## src/rtl/vram_write_arbiter.sv

```systemverilog
// ---------------------------------------------------------------------------
// vram_write_arbiter
//
// Shares the single write port (port A) of the video RAM between two pixel
// requesters with round-robin arbitration, runs a full-memory clear sequence
// and honours a freeze input that suspends every write. Runs on the LCD
// pixel clock.
//
// Ports:
//   i_clk               pixel clock
//   i_rst_n             asynchronous, active-low reset
//   i_freeze            level; blocks all writes, pauses the clear sequence
//   i_clear             clear request, sampled on the rising edge
//   i_req0 / i_req1     write requests
//   i_addr0 / i_addr1   write addresses, stable while the request is high
//   i_dat0 / i_dat1     write data, stable while the request is high
//   o_gnt0 / o_gnt1     combinational ready; write accepted on req & gnt
//   o_mem_addr          registered RAM write address (ada)
//   o_mem_dat           registered RAM write data (din)
//   o_mem_ce            registered RAM write strobe (cea)
//   o_busy              registered; high while a clear is pending or running
// ---------------------------------------------------------------------------
module vram_write_arbiter #(
    parameter int   ADDR_W         = 16,
    parameter logic CLEAR_VAL      = 1'b0,
    parameter bit   CLEAR_ON_RESET = 1'b1
) (
    input  logic              i_clk,
    input  logic              i_rst_n,
    input  logic              i_freeze,
    input  logic              i_clear,
    input  logic              i_req0,
    input  logic              i_req1,
    input  logic [ADDR_W-1:0] i_addr0,
    input  logic [ADDR_W-1:0] i_addr1,
    input  logic              i_dat0,
    input  logic              i_dat1,
    output logic              o_gnt0,
    output logic              o_gnt1,
    output logic [ADDR_W-1:0] o_mem_addr,
    output logic              o_mem_dat,
    output logic              o_mem_ce,
    output logic              o_busy
);

    localparam logic [0:0] ST_ARB   = 1'b0;
    localparam logic [0:0] ST_CLEAR = 1'b1;
    localparam logic [0:0] ST_RESET = CLEAR_ON_RESET ? ST_CLEAR : ST_ARB;
    localparam logic [ADDR_W-1:0] CNT_LAST = '1;

    logic [0:0]        state_q, state_d;
    logic [ADDR_W-1:0] cnt_q,   cnt_d;
    logic              rr_q,    rr_d;     // requester granted most recently
    logic              ce_q,    ce_d;
    logic [ADDR_W-1:0] addr_q,  addr_d;
    logic              dat_q,   dat_d;
    logic              busy_q,  busy_d;

    logic win1;
    logic arb_open;
    logic gnt0;
    logic gnt1;
    logic accept;

    // Under contention the requester not granted last wins; a lone request
    // always wins. With no request the value is irrelevant.
    always_comb begin
        win1 = i_req1;
        if (i_req0 && i_req1) begin
            win1 = ~rr_q;
        end
    end

    // A clear request in the same cycle pre-empts any grant.
    assign arb_open = (state_q == ST_ARB) && !i_freeze && !i_clear;
    assign gnt0     = arb_open && i_req0 && !win1;
    assign gnt1     = arb_open && i_req1 &&  win1;
    assign accept   = gnt0 || gnt1;

    always_comb begin
        state_d = state_q;
        cnt_d   = cnt_q;
        rr_d    = rr_q;
        ce_d    = 1'b0;
        addr_d  = addr_q;
        dat_d   = dat_q;
        busy_d  = busy_q;
        case (state_q)
            ST_ARB: begin
                if (i_clear) begin
                    state_d = ST_CLEAR;
                    cnt_d   = '0;
                    busy_d  = 1'b1;
                end else if (accept) begin
                    ce_d   = 1'b1;
                    addr_d = win1 ? i_addr1 : i_addr0;
                    dat_d  = win1 ? i_dat1  : i_dat0;
                    rr_d   = win1;
                end
            end
            ST_CLEAR: begin
                // Freeze simply stalls the counter, so no address is skipped
                // or written twice.
                if (!i_freeze) begin
                    ce_d   = 1'b1;
                    addr_d = cnt_q;
                    dat_d  = CLEAR_VAL;
                    cnt_d  = cnt_q + ADDR_W'(1);
                    if (cnt_q == CNT_LAST) begin
                        state_d = ST_ARB;
                        busy_d  = 1'b0;
                    end
                end
            end
            default: begin
                state_d = ST_ARB;
            end
        endcase
    end

    always_ff @(posedge i_clk or negedge i_rst_n) begin
        if (!i_rst_n) begin
            state_q <= ST_RESET;
            cnt_q   <= '0;
            rr_q    <= 1'b1;
            ce_q    <= 1'b0;
            addr_q  <= '0;
            dat_q   <= 1'b0;
            busy_q  <= CLEAR_ON_RESET;
        end else begin
            state_q <= state_d;
            cnt_q   <= cnt_d;
            rr_q    <= rr_d;
            ce_q    <= ce_d;
            addr_q  <= addr_d;
            dat_q   <= dat_d;
            busy_q  <= busy_d;
        end
    end

    assign o_gnt0     = gnt0;
    assign o_gnt1     = gnt1;
    assign o_mem_addr = addr_q;
    assign o_mem_dat  = dat_q;
    assign o_mem_ce   = ce_q;
    assign o_busy     = busy_q;

endmodule

```

## config.mk

```make
export PLATFORM = sky130hd
export DESIGN_NAME = vram_write_arbiter
export DESIGN_NICKNAME = d
export VERILOG_FILES = /design/src/rtl/vram_write_arbiter.sv
export SDC_FILE = /design/constraint.sdc
export NUM_CORES = 1
export LEC_CHECK = 0
export BUFFER_PORTS_ARGS = -buffer_cell sky130_fd_sc_hd__buf_2
export CAP_MARGIN = 10
export CELL_PAD_IN_SITES_DETAIL_PLACEMENT = 0
export CELL_PAD_IN_SITES_GLOBAL_PLACEMENT = 1
export CORE_MARGIN = 10
export CORE_UTILIZATION = 36
export CTS_BUF_LIST = sky130_fd_sc_hd__clkbuf_4
export DETAILED_ROUTE_END_ITERATION = 10
export HOLD_SLACK_MARGIN = 0.02
export PLACE_DENSITY = 0.8
export SETUP_SLACK_MARGIN = 0.3
export SYNTH_ARGS = -nofsm -noshare
export SYNTH_HDL_FRONTEND = slang
export SYNTH_SLANG_ARGS = --single-unit
```

## constraint.sdc

```tcl
create_clock -name i_clk -period 1.6 [get_ports i_clk]
set_input_delay 0.32 -clock i_clk [delete_from_list [all_inputs] [get_ports i_clk]]
set_output_delay 0.32 -clock i_clk [all_outputs]
set_load 0.02 [all_outputs]
```

# Word level (Yosys, flattened, before mapping)
# Cells that the tools add are included.
# totals
regBits	37
in_bits	40
output_inout_bits	21
elab_cells	58
# op_classes
n_addsub	1
eq_ne	6
mux	26
bitwise	3
reduce_logical	15
# ops
op	n
two-way mux 16 bit	6
one-hot mux 16 bit (2 select lines)	2
adder 16 x 1 -> 16 bit (second input constant)	1
equality test 16 bit (second input constant)	1
two-way mux 1 bit	14
AND reduction 3 bit	3
inequality test 2 bit (second input constant)	4
one-hot mux 1 bit (2 select lines)	4
logical AND 1 bit	7
zero test 1 bit	3
NOT 1 bit	3
inequality test 2 x 1 -> 1 bit (second input constant)	1
AND reduction 2 bit	1
logical OR 1 bit	1

# Longest topological paths before layout
# logic_depth
ltp_word	9
ltp_mapped	6
mapped_depth_nobuf	5

# Worst setup path after synthesis
# OpenSTA, ideal clock, no wires.
# synth_path
path_kind	reg2reg
startpoint	register state_q
endpoint	register cnt_q[11]
setup_ns	0.125
arrival_ns	1.513
required_ns	1.475
slack_ns	-0.038
stages_incl_launch_ff	6
n_path_buf	1
synth_period_minus_slack_ns	1.638
path_cell_list	dfstp_2 buf_2 nand4b_4 nor4_4 a21oi_2 mux2_4
# synth_via
elab_chain_cells	3
word_cells_on_any_way	5
classes_between	eq/ne (2); mux (1); bitwise (1); reduce/logical (1)
# synth_rtl
element	line	rtl
start: declaration	51	logic [0:0] state_q, state_d;
start signal: assignment	131	state_q <= state_d;
NOT 1 bit (no line)	--	
inequality test 2 bit (no line)	--	
AND reduction 2 bit (no line)	--	
end signal: assignment	132	cnt_q <= cnt_d;
end: declaration	52	logic [ADDR_W-1:0] cnt_q, cnt_d;
# Several ways; a longest one is shown, not always the timed one.
# A chain may end at the register's enable or synchronous reset.

# Worst setup path in the final report
# layout_path
startpoint	register rr_q
endpoint	output port o_gnt1
# layout_via
elab_chain_cells	3
# layout_rtl
element	line	rtl
start: declaration	53	logic rr_q, rr_d;
start signal: assignment	133	rr_q <= rr_d;
NOT 1 bit	70	win1 = ~rr_q;
two-way mux 1 bit	69	if (i_req0 && i_req1) begin
logical AND 1 bit	77	assign gnt1 = arb_open && i_req1 && win1;
end: declaration	39	output logic o_gnt1,
# No other way between the ends.

==> results.md <==
- Vias in the first global route: between 1,500 and 2,000
- Worst hold slack: between 0.2 and 0.25 ns
- DP Area: 2610 um2
- Net Count, Synth: roughly 240
- Rel. slew slack: between 60% and 70%
- Clock power frac: 27.1%
- Via count: ~1,900
- Synthesis-to-layout area growth: 54.2%
- Core area: 5510 um2
- #FFs+latches synth: 37
- Hold Vio Cnt, Final: 0
- Yosys warning total: 0
- I/O pin total: 61
- R2R setup slack: 0.01 ns
- Post-Place Setup Slack: slightly above 0.04 ns
- Post-Layout Cell Count: roughly 370
- Critical Path Sink Type: output pin
- Sequential Power Share: 46.2%
- Routed len/inst: 16.7 um
- Clock Tree Buf Depth: 2
- Clk_lat worst skew: 0.35 ns
- Num rows: 27
- Worst Setup Slack, final: -0.0723 ns
- Area of the multi-input gates: roughly 1300 um2
- DRT antenna net count: 0
- CTS H-tree lvls: 2
- Worst reg2reg path depth: 6
- Final Max Slew Viols: 0
- Async SR Flop Fraction: 100%
- Highest clock rate: 598 MHz
- Seq/Total Area, Yosys: between 40 and 50%
- FF/Latch Area: a little over 900 um2
- Cell Pwr Density: roughly 760 nW/um2
- Initial antenna violation count: 0
- Tightest Pin Transition: 0.481 ns
- Chip Width: roughly 95 um
- Critical path launch point: rr_q
- Max_cap viols: 0
- Tcrit/Tclk final: 105%
- Reg-to-reg critical path endpoint: cnt_q[11]
- Pin count of the biggest net entering global routing: 38
- Crit path kind: reg2out
- Failing checks: setup timing
- DRT Pass-1 Iters: 4
- Synth Instances: 196
- Final core utilization: between 50% and 60%
- Psw: 716 uW
- Top-area cell type share of the netlist area: between 40% and 50%
- Initial core utilization: a little under two fifths
- Comb pwr share: about a quarter
- Status: finished, violations left
- Post-synth EDFFs: 0
- Syn avg cell area: about 10 um2
- Clock Sinks: 37
- Leakage power: ~1.7 nW
- Final Net Count: between 300 and 400
- Sw Share: between 20% and 30%
- Routability cong.: 0.851
- Clk root buf: clkbuf_4
- Count leader, synth: dfrtp_1
- CP Data Arrival Time: about 1.4 ns
- Grt ovf: 0
- Post-synth top area cell: dfrtp_1
- Antenna cells: 0
- Finish-stage setup viols: 2
- HP Class: in2reg
- P_int: ~1.7 mW
- Fillcell total: 495
- Most frequent cells after synthesis: dfrtp_1, nand2_1, mux2i_1, o21ai_0, mux2_2
- Global-route wire length before repair: approximately 9900 um
- Fin crit period: around 1.7 ns
- CTS tree: done
- Routed vias/inst: 5.06
- Clk pin slew, worst setup/hold paths: around 0.10 ns
- Worst Path Max Fanout: 3
- Total Routing Usage GR: approximately 14%
- FF-to-FF Start: state_q
- Setup Skew: 0.00600 ns
- Layout cells sized above 1: a little over half
- Synth unique cells: 40
- Die Y: 95.2 um
- Worst EP required: ~1.3 ns
- Routed WL: 6240 um
- DR DRC count: 0
- Die area: around 9100 um2
- Design Area, Final: 3140 um2
- Area contributors post-synth: dfrtp_1, mux2i_1, mux2_2, o21ai_0, nand2_1
- DR iter-0 viols: 66
- RSZ-0062 raised after global routing: true
- Synth Cell Area: 2040 um2
- IO buf count: 60
- Inst Count DP: around 340
- Num CTS Buffers: 5
- Setup crit start kind: flop
- Worst setup path end: o_gnt1
- DPL Wire Length: 4280 um
- Maximum VDD drop: roughly 0.38 mV
- Ys flop type: dfrtp_1
## critical path: stages (launching register included)
cell      delay (ns)
dfstp_2         0.57
a21boi_4        0.07
buf_12          0.13
and2_4          0.12
buf_6           0.12
## per-stage QoR
step	power (mW)	setup TNS [ns]
after floorplan	1.36	0
after global placement	1.59	0
after detailed placement	1.61	0
after CTS	2.36	-0.155
after global routing	2.54	-0.502
final	2.40	-0.105
## cells in the final DEF, fill, tap and decap left out, drive strengths merged, types with 4 or more instances in the layout
master | synthesis | final
dfrtp | 34 | 34
buf | 6 | 106
and3 | 4 | 4
clkbuf | 5 | 6
o21ai | 25 | 25
mux2 | 16 | 16
mux2i | 22 | 22
nand2 | 26 | 26
nand3 | 6 | 6
and2 | 4 | 4
nor2 | 6 | 6
nand4 | 4 | 4
a31oi | 4 | 4
a21oi | 4 | 4
## cell families (layout without fill, tap and decap cells)
logic type / count (synthesis) / count (layout) / share of synthesized area, %
fa+ha+maj: 1 / 1 / 0.615
simple gates: 60 / 61 / 16.7
buf+inv: 13 / 117 / 2.89
mux: 38 / 38 / 19.9
compound gates: 47 / 47 / 14.3
flops: 37 / 37 / 45.7
## how the worst min path moves through the flow
stage | from | end | slack, ns | cells past startpoint
after floorplan | i_rst_n | cnt_q[0] | 0.02 | 0
after detailed placement | i_rst_n | o_mem_addr[14] | 0.40 | 2
final | i_req0 | rr_q | 0.21 | 2
after global routing | i_req0 | rr_q | 0.23 | 2
after CTS | i_req0 | rr_q | 0.19 | 2
after global placement | i_rst_n | o_mem_addr[12] | 0.39 | 2
## state kept, by name, indices dropped and copies added, names as in the netlist
register    flops
cnt_q          16
o_busy          1
o_mem_addr     16
o_mem_ce        1
o_mem_dat       1
rr_q            1
state_q         1
## per-layer routing
| metal | part of all wire [%] | vias up | global-route usage (%) |
|---|---|---|---|
| met5 | 0 | - | 0 |
| met4 | 1.1 | 0 | 4.11 |
| met3 | 6.4 | 6 | 3.61 |
| met2 | 50 | 42 | 23.2 |
| met1 | 43 | 914 | 17.0 |
| li1 | - | 927 | - |
## power by group through the flow
stage / registers (mW) / clock network (mW) / logic, mW
6_report: 1.11 / 0.650 / 0.638
5_1_grt: 1.12 / 0.713 / 0.706
4_1_cts: 1.10 / 0.673 / 0.586
3_5_place_dp: 1.12 / 0 / 0.491
3_3_place_gp: 1.11 / 0 / 0.479
2_1_floorplan: 1.14 / 0 / 0.223
## timing repair
action	CTS	global route
setup endpoints to repair	38	41
cloned	1	1
resized for setup	43	25
hold buffers	1	0
pin swaps	11	10
endpoints found under the hold margin	29	0
buffers inserted	13	7
## cell type report
class,count,share of cell area [%]
clock inverters,2,1.08
inverters,2,0.239
flip-flops and latches,37,29.7
clock buffers,6,1.43
well taps,72,2.87
multi-input cells,147,39.9
repair buffers,107,24.8
(Power assumes the default switching activity.)
